**src/rtl/fetch_pkg.sv**
```systemverilog
// fetch_pkg: shared FSM encoding, constants and helpers for the fetch stage
package fetch_pkg;
  typedef enum logic [1:0] {
    S_REQ   = 2'd0,
    S_WAIT  = 2'd1,
    S_DRAIN = 2'd2,
    S_FULL  = 2'd3
  } state_t;
  localparam logic [31:0] PC_STEP = 32'd4;
  localparam logic [31:0] NOP     = 32'h0000_0000;
  function automatic logic [31:0] sat_inc(input logic [31:0] v);
    return &v ? v : v + 32'd1;
  endfunction
endpackage

```
**src/rtl/fetch_if.sv**
```systemverilog
// fetch_if: instruction-memory req/ack + rvalid bus
//   IM_req/IM_addr   fetch -> memory, transfer on IM_req && IM_ack
//   IM_ack           memory accepts the request
//   IM_rvalid/IM_rdata one-cycle response for the accepted request
interface fetch_if;
  logic        IM_req;
  logic [31:0] IM_addr;
  logic        IM_ack;
  logic        IM_rvalid;
  logic [31:0] IM_rdata;
  modport master (output IM_req, IM_addr, input IM_ack, IM_rvalid, IM_rdata);
  modport slave  (input IM_req, IM_addr, output IM_ack, IM_rvalid, IM_rdata);
endinterface

```
**src/rtl/fetch_skid_buffer.sv**
```systemverilog
// fetch_skid_buffer: one-entry {instr, pc, full} holding register for a response that lands while decode stalls
//   SYS_clk/SYS_reset  falling-edge clock, async active-high reset
//   i_write            capture i_instr/i_pc and mark full
//   i_read/i_clear     empty the entry (take priority over i_write)
//   o_instr/o_pc/o_full stored entry
module fetch_skid_buffer
  import fetch_pkg::*;
(
  input  logic        SYS_clk,
  input  logic        SYS_reset,
  input  logic        i_write,
  input  logic        i_read,
  input  logic        i_clear,
  input  logic [31:0] i_instr,
  input  logic [31:0] i_pc,
  output logic [31:0] o_instr,
  output logic [31:0] o_pc,
  output logic        o_full
);
  logic [31:0] r_instr, r_pc;
  logic        r_full;
  always_ff @(negedge SYS_clk or posedge SYS_reset)
    if (SYS_reset) begin
      r_instr <= NOP;
      r_pc    <= '0;
      r_full  <= 1'b0;
    end else if (i_clear || i_read) begin
      r_full  <= 1'b0;
    end else if (i_write) begin
      r_instr <= i_instr;
      r_pc    <= i_pc;
      r_full  <= 1'b1;
    end
  assign o_instr = r_instr;
  assign o_pc    = r_pc;
  assign o_full  = r_full;
endmodule

```
**src/rtl/fetch_stage.sv**
```systemverilog
// fetch_stage: MIPS instruction-fetch stage owning the PC, one outstanding IM request, skid buffer and redirect flush
//   SYS_clk/SYS_reset  falling-edge clock, async active-high reset
//   D_stall/D_redirect/D_target  decode backpressure and taken branch/jump
//   im (fetch_if.master)         instruction-memory bus
//   F_instruction/F_PC/F_valid   slot delivered to decode; F_state debug
//   perf_*  counters when FETCH_PERF_EN is defined, otherwise tied to 0
module fetch_stage
  import fetch_pkg::*;
#(
  parameter logic [31:0] RESET_PC = 32'h0000_0000
) (
  input  logic        SYS_clk,
  input  logic        SYS_reset,
  input  logic        D_stall,
  input  logic        D_redirect,
  input  logic [31:0] D_target,
  fetch_if.master     im,
  output logic [31:0] F_instruction,
  output logic [31:0] F_PC,
  output logic        F_valid,
  output logic [1:0]  F_state,
  output logic [31:0] perf_fetched,
  output logic [31:0] perf_flushed,
  output logic [31:0] perf_stall
);
  state_t      r_state, w_state_n;
  logic [31:0] r_pc, w_pc_n, r_f_instr, w_f_instr_n, r_f_pc, w_f_pc_n;
  logic        r_f_valid, w_f_valid_n;
  logic        w_free, w_resp, w_buf_write, w_buf_read;
  logic [31:0] w_buf_instr, w_buf_pc;
  logic        w_buf_full;
  assign w_free = !r_f_valid || !D_stall;
  assign w_resp = r_state == S_WAIT && im.IM_rvalid;
  fetch_skid_buffer u_skid (
    .SYS_clk  (SYS_clk),
    .SYS_reset(SYS_reset),
    .i_write  (w_buf_write),
    .i_read   (w_buf_read),
    .i_clear  (D_redirect),
    .i_instr  (im.IM_rdata),
    .i_pc     (r_pc),
    .o_instr  (w_buf_instr),
    .o_pc     (w_buf_pc),
    .o_full   (w_buf_full)
  );
  always_comb begin
    w_state_n   = r_state;
    w_pc_n      = r_pc;
    w_f_valid_n = r_f_valid;
    w_f_instr_n = r_f_instr;
    w_f_pc_n    = r_f_pc;
    w_buf_write = 1'b0;
    w_buf_read  = 1'b0;
    if (D_redirect) begin
      w_pc_n      = D_target & ~32'd3;
      w_f_valid_n = 1'b0;
      // drain only while an accepted request is still owed a response
      w_state_n   = ((r_state == S_WAIT || r_state == S_DRAIN) && !im.IM_rvalid) ||
                    (r_state == S_REQ && im.IM_ack) ? S_DRAIN : S_REQ;
    end else begin
      if (w_free) begin
        w_f_valid_n = w_buf_full || w_resp;
        w_f_instr_n = w_buf_full ? w_buf_instr : w_resp ? im.IM_rdata : r_f_instr;
        w_f_pc_n    = w_buf_full ? w_buf_pc : w_resp ? r_pc : r_f_pc;
        w_buf_read  = w_buf_full;
      end
      unique case (r_state)
        S_REQ:   w_state_n = im.IM_ack ? S_WAIT : S_REQ;
        S_WAIT:  if (im.IM_rvalid) begin
          w_pc_n      = r_pc + PC_STEP;
          w_buf_write = !w_free;
          w_state_n   = w_free ? S_REQ : S_FULL;
        end
        S_FULL:  w_state_n = w_free ? S_REQ : S_FULL;
        S_DRAIN: w_state_n = im.IM_rvalid ? S_REQ : S_DRAIN;
      endcase
    end
  end
  always_ff @(negedge SYS_clk or posedge SYS_reset)
    if (SYS_reset) begin
      r_state   <= S_REQ;
      r_pc      <= RESET_PC;
      r_f_valid <= 1'b0;
      r_f_instr <= NOP;
      r_f_pc    <= '0;
    end else begin
      r_state   <= w_state_n;
      r_pc      <= w_pc_n;
      r_f_valid <= w_f_valid_n;
      r_f_instr <= w_f_instr_n;
      r_f_pc    <= w_f_pc_n;
    end
  assign im.IM_req     = r_state == S_REQ && !SYS_reset;
  assign im.IM_addr    = r_pc;
  assign F_instruction = r_f_instr;
  assign F_PC          = r_f_pc;
  assign F_valid       = r_f_valid;
  assign F_state       = r_state;
`ifdef FETCH_PERF_EN
  logic [31:0] r_perf_fetched, r_perf_flushed, r_perf_stall;
  logic        w_fetched, w_flush;
  assign w_fetched = !D_redirect && w_free && (w_buf_full || w_resp);
  assign w_flush   = D_redirect && (r_f_valid || w_buf_full || r_state == S_WAIT ||
                                    (r_state == S_REQ && im.IM_ack));
  always_ff @(negedge SYS_clk or posedge SYS_reset)
    if (SYS_reset) begin
      r_perf_fetched <= '0;
      r_perf_flushed <= '0;
      r_perf_stall   <= '0;
    end else begin
      if (w_fetched) r_perf_fetched <= sat_inc(r_perf_fetched);
      if (w_flush) r_perf_flushed <= sat_inc(r_perf_flushed);
      if (r_f_valid && D_stall) r_perf_stall <= sat_inc(r_perf_stall);
    end
  assign perf_fetched = r_perf_fetched;
  assign perf_flushed = r_perf_flushed;
  assign perf_stall   = r_perf_stall;
`else
  assign perf_fetched = '0;
  assign perf_flushed = '0;
  assign perf_stall   = '0;
`endif
endmodule

```
**src/flat_wrapper.sv**
```systemverilog
// flat-port wrapper written by rule: the top's interface ports become plain ports
module fetch_stage_flat import fetch_pkg::*;
#(
  parameter logic [31:0] RESET_PC = 32'h0000_0000
)
  (SYS_clk, SYS_reset, D_stall, D_redirect, D_target, F_instruction, F_PC, F_valid, F_state, perf_fetched, perf_flushed, perf_stall, im_IM_req, im_IM_addr, im_IM_ack, im_IM_rvalid, im_IM_rdata);
  fetch_if im_i ();
  input  logic SYS_clk;
  input  logic SYS_reset;
  input  logic D_stall;
  input  logic D_redirect;
  input  logic [31:0] D_target;
  output logic [31:0] F_instruction;
  output logic [31:0] F_PC;
  output logic F_valid;
  output logic [1:0] F_state;
  output logic [31:0] perf_fetched;
  output logic [31:0] perf_flushed;
  output logic [31:0] perf_stall;
  output wire logic [$bits(im_i.IM_req)-1:0] im_IM_req;
  output wire logic [$bits(im_i.IM_addr)-1:0] im_IM_addr;
  input wire logic [$bits(im_i.IM_ack)-1:0] im_IM_ack;
  input wire logic [$bits(im_i.IM_rvalid)-1:0] im_IM_rvalid;
  input wire logic [$bits(im_i.IM_rdata)-1:0] im_IM_rdata;
  assign im_IM_req = im_i.IM_req;
  assign im_IM_addr = im_i.IM_addr;
  assign im_i.IM_ack = im_IM_ack;
  assign im_i.IM_rvalid = im_IM_rvalid;
  assign im_i.IM_rdata = im_IM_rdata;
  fetch_stage #(.RESET_PC(RESET_PC)) u_core (.SYS_clk(SYS_clk), .SYS_reset(SYS_reset), .D_stall(D_stall), .D_redirect(D_redirect), .D_target(D_target), .im(im_i), .F_instruction(F_instruction), .F_PC(F_PC), .F_valid(F_valid), .F_state(F_state), .perf_fetched(perf_fetched), .perf_flushed(perf_flushed), .perf_stall(perf_stall));
endmodule
```
**config.mk**
```make
export PLATFORM = sky130hd
export DESIGN_NAME = fetch_stage_flat
export DESIGN_NICKNAME = d
export VERILOG_FILES = /design/src/rtl/fetch_pkg.sv /design/src/rtl/fetch_if.sv /design/src/rtl/fetch_skid_buffer.sv /design/src/rtl/fetch_stage.sv /design/src/flat_wrapper.sv
export SDC_FILE = /design/constraint.sdc
export NUM_CORES = 1
export LEC_CHECK = 0
export CAP_MARGIN = 10
export CORE_ASPECT_RATIO = 0.7
export CORE_MARGIN = 1.5
export CORE_UTILIZATION = 46
export DETAILED_ROUTE_END_ITERATION = 8
export PLACE_DENSITY = 0.85
export SLEW_MARGIN = 20
export SYNTH_ARGS = -nofsm -noshare
export SYNTH_HDL_FRONTEND = slang
export SYNTH_SLANG_ARGS = --single-unit
```
**constraint.sdc**
```tcl
create_clock -name SYS_clk -period 5.75 [get_ports SYS_clk]
set_input_delay 1.15 -clock SYS_clk [delete_from_list [all_inputs] [get_ports SYS_clk]]
set_output_delay 1.15 -clock SYS_clk [all_outputs]
set_load 0.1 [all_outputs]
```
# ---- Word-level counts from Yosys, hierarchy flattened
# Index checks and enable logic that the tools add are counted.
dict set report classes {
  n_reduce_logical 23
  bitwise_logic 2
  mux 23
  n_eq_ne 4
  n_addsub 1
}
# cell n
set ops {}
lappend ops {{$mux 32} 7}
lappend ops {{$add 32x3->32 const B} 1}
lappend ops {{$mux 1} 10}
lappend ops {{$mux 2} 5}
lappend ops {{$reduce_bool 2->1} 5}
lappend ops {{$pmux 2 s4} 1}
lappend ops {{$logic_not 1->1} 5}
lappend ops {{$logic_or 1x1->1} 5}
lappend ops {{$eq 2x2->1 const B} 2}
lappend ops {{$logic_and 1x1->1} 4}
lappend ops {{$reduce_and 2->1} 2}
lappend ops {{$ne 3x3->1 const B} 1}
lappend ops {{$reduce_and 3->1} 1}
lappend ops {{$eq 2x1->1 const B} 1}
lappend ops {{$logic_not 2->1} 1}
lappend ops {{$not 1->1} 2}
dict set report totals {
  register_bits 164
  inputBits 70
  elab_cells 61
}

# ---- Logic depth before layout (Yosys ltp)
# Gate-level depths: netlist of the first run.
dict set report depth {
  depth_word 8
  mapped_depth 8
  ltp_nobuf 6
}

# ---- Hierarchy
# From an unflattened synthesis of the first run, not the netlist that was laid out.
dict set report hier_totals {
  cells_unflattened 743
  hier_area_um2 8328.0
}
# module seq_area_each_um2 area_per_inst_um2 cells_each n_inst
set by_module_without_submodules {}
lappend by_module_without_submodules {fetch_stage 2427.3 5599.1 603 1}
lappend by_module_without_submodules {fetch_skid_buffer 1626.6 2728.9 140 1}

==> out/qor.yml, run 1 <==
cts:
  root_buffer: "clkbuf_16"
  ctsLongestPathBuffers: 2
  cts_made_buffers: 17
  cts_resized: 0
  tritoncts: "yes"
  clock-sinks: 158
  cts_setup_buffers: 0
  h-tree-depth: 4
  clk_pin_slew_ps: 50
  insertion_delay_ps: 400
  cts_hold_buf: 0
synthesis:
  async_flop_share_pct: 100.0
  synth.most_common_cell: "dfrtn_1"
  ys_types: 46
  synth_edf_count: 0
  synthFlopType: "dfrtn_1"
  yosys-top-cells-count: "dfrtn_1, buf_4, nand2_1"
  yosysTopAreaCellShare_pct: 49.60
  yosysWarnings: 0
  yosys.area.top_type: "dfrtn_1"
  synth.ff_latch_count: 158
  ys_seq_area_share_pct: 49.60
  synthCells: 749
  syn_area_per_cell_sq_um: 10.64
  syn-cell-area_sq_um: 7971
  ys_top_cells_by_area: "dfrtn_1, buf_4, mux2_2, mux2i_1, o21ai_0"
die:
  initial_utilization_pct: 46.71
  core_region_area_sq_um: 17070
  die_h_microns: 113.1
  die_x_microns: 160.3
  rows: 40
  die-area_sq_um: 18140
  io-pin-count: 266
setup_path:
  critPathArrivalTime_ps: 4470
  worst_setup_path_end_kind: "output pin"
  worstPathCellList: "inv_1, ha_1, nor2b_4, buf_12"
  reg2regPathDepth: 5
  critPathMaxFanout: 5
  crit_slowest_cell: "dfrtn_1"
  cp_top_family: "flip-flops"
  critPathKind: "reg -> out"
  crit_buf_inv: 2
  startpoint_type: "register"
  critPathMaxStageDelay_ps: 490
  cp.required_ps: 4600
  timing.rr.end: "u_core.im.IM_addr[28]"
  r2r-start: "u_core.F_state[0]"
  ff2ff_setup_slack_ps: 3490
detailed_routing:
  drt_iter0_markers: 341
  antenna_left: 0
  drc: 0
  drtPass1Iterations: 4
  viasPerCell: 4.944
  vias: 5735
  wl_per_cell_microns: 15.49
  drt_wl_total_microns: 17970
power_and_ir_drop:
  p_leak_uw: 0.004734
  peakVddDrop_uv: 292.3
  power.density_nw_per_um2: 458.0
finish:
  n_antenna_cell: 0
  multi_input_area_sq_um: 3440
  final_net_count: 991
  area.growth.synth_to_final_pct: 29.13
  nFillCells: 1393
  drive_above_1_share_pct: 25.40
  design_area_sq_um: 10290
  area.sequential_sq_um: 3954
timing:
  setup_viol: 0
  clock_skew_ps: 6.322
  worst_pin_slew_ps: 882.7
  slew_viol_final: 0
  slew_headroom_pct: 41.15
  rsz0062_at_grt: "false"
  hold_viol: 0
  final.setup.worst_slack_ps: 129.6
placement:
  dpl_cell_area_sq_um: 9698
  gp_congestion: 0.8124
  dp_hpwl_microns: 12590
  port_buffers: 163
  dp_slack_ps: -254.5
global_routing:
  grt_pass1_wl_microns: 29250
  grt-ovfl-total: 0
  first_global_vias: 5536
  grt.total_usage_pct: 20.50
  antenna_found_initial: 0
  grt_max_degree: 88
worst_hold_path:
  holdPathEnd: "u_core.F_instruction[11]"
  holdPathStages: 2
  worstHoldStart: "u_core.F_instruction[11]"
  hold_class: "reg -> reg"
run_status:
  status: "finished, final reports clean"
flow_run:
  max_cap_viol_count: 0
-- sequential cells by signal, summed over array words and instances (netlist names) --
name,flops
u_core.im.IM_addr,30
u_core.F_PC,30
u_core.F_valid,1
u_core.F_state,2
u_core.u_skid.o_instr,32
u_core.F_instruction,32
u_core.u_skid.o_full,1
u_core.u_skid.o_pc,30
-- per-stage QoR --
| stage | setup TNS [ps] | total power [uW] | std cells | utilization [%] | hold WS [ps] |
|---|---|---|---|---|---|
| final | 0 | 4714 | 1160 | 60.32 | 426.1 |
| after global routing | 0 | 4877 | 1160 | 60.32 | 451.2 |
| after CTS | 0 | 4740 | 1160 | 60.29 | 431.6 |
| after detailed placement | -11030 | 3598 | 1128 | 56.83 | 431.7 |
| after global placement | -6610 | 3569 | 1128 | 56.83 | 423.2 |
| after floorplan | -25110 | 3176 | 848 | - | 440.9 |
-- power by group --
part / switching, uW / internal (uW) / total [uW]
sequential: 133 / 1300 / 1430
combinational: 1760 / 384 / 2140
clock: 479 / 664 / 1140
-- kinds of logic (layout without fill, tap and decap cells) --
family                     Yosys count  after routing  share of synthesized area [%]
AOI/OAI and AO/OA                  115            115                          8.083
xor gates and xnor gates            12             12                          1.318
adders and majority gates            5              5                         0.7848
buffers and inverters              152            233                          12.18
DFF                                158            158                          49.60
muxes                              125            125                          16.67
other                                1            100                        0.04704
and+or+nand+nor                    181            181                          11.32
-- routing by layer --
metal | GRT usage (%) | vias to the layer above | wire (microns)
met5 | 0 | - | 0
met4 | 5.545 | 0 | 198
met3 | 6.158 | 20 | 1115
met2 | 32.35 | 167 | 8342
met1 | 27.58 | 2795 | 8318
li1 | - | 2753 | -
-- worst max-delay path by stage --
stage | startpoint | endpoint | slack, ps | cells past startpoint
finish | u_core.F_state[0] | im_IM_req | 130 | 4
global route | u_core.F_state[0] | im_IM_req | 40 | 4
CTS | u_core.F_state[0] | im_IM_req | 100 | 4
detailed placement | im_IM_rvalid | u_core.im.IM_addr[20] | -250 | 6
global placement | im_IM_rvalid | u_core.im.IM_addr[27] | -220 | 5
floorplan | SYS_reset | u_core.F_PC[10] | -160 | 1
-- cells in the final DEF, fill, tap and decap left out, types with 3 or more instances in the layout --
master           synthesis  routed
nor3_1                   7       6
nor2b_1                  7       6
xor2_1                   5       5
clkinv_2                 0       4
dfrtn_1                158     158
inv_1                    6       5
nor2_1                  14      14
a21oi_1                  6       6
nand3_1                 14      14
a31oi_1                  9       9
o31ai_1                  9       9
buf_12                   0      29
clkbuf_16                0      17
or4_1                   13      13
clkinvlp_4               0       3
a22oi_1                  4       4
mux2_2                  62      62
ha_1                     5       5
nand2_1                 89      89
buf_4                  100      98
clkdlybuf4s50_1          0      66
nor4_1                   5       5
and4_1                   3       3
clkinv_4                 0       3
xnor2_1                  7       7
conb_1                   1     100
nand4_1                 11      11
o21ai_0                 80      80
mux2i_1                 63      63
-- layout make-up --
type	count	share of cell area [%]
repair buffers	195	19.36
clock inverters	13	1.349
inverters	6	0.2553
clock buffers	19	4.400
multi-input cells	538	33.41
flip-flops and latches	158	38.41
well taps	231	2.808
-- worst register-to-register path: cells and delay by family (launching register included) --
| family | cells | cell delay (ps) |
|---|---|---|
| compound gates | 2 | 560 |
| flops | 1 | 490 |
| simple gates | 2 | 730 |
| fa+ha+maj | 1 | 340 |
Note: power is estimated with default switching activity, not from simulation.
==> run 2: changes to the inputs <==
- CTS_CLUSTER_SIZE: default -> 12
==> results of run 2 <==
No change in the layout: final DEF, timing and power equal those of run 1.
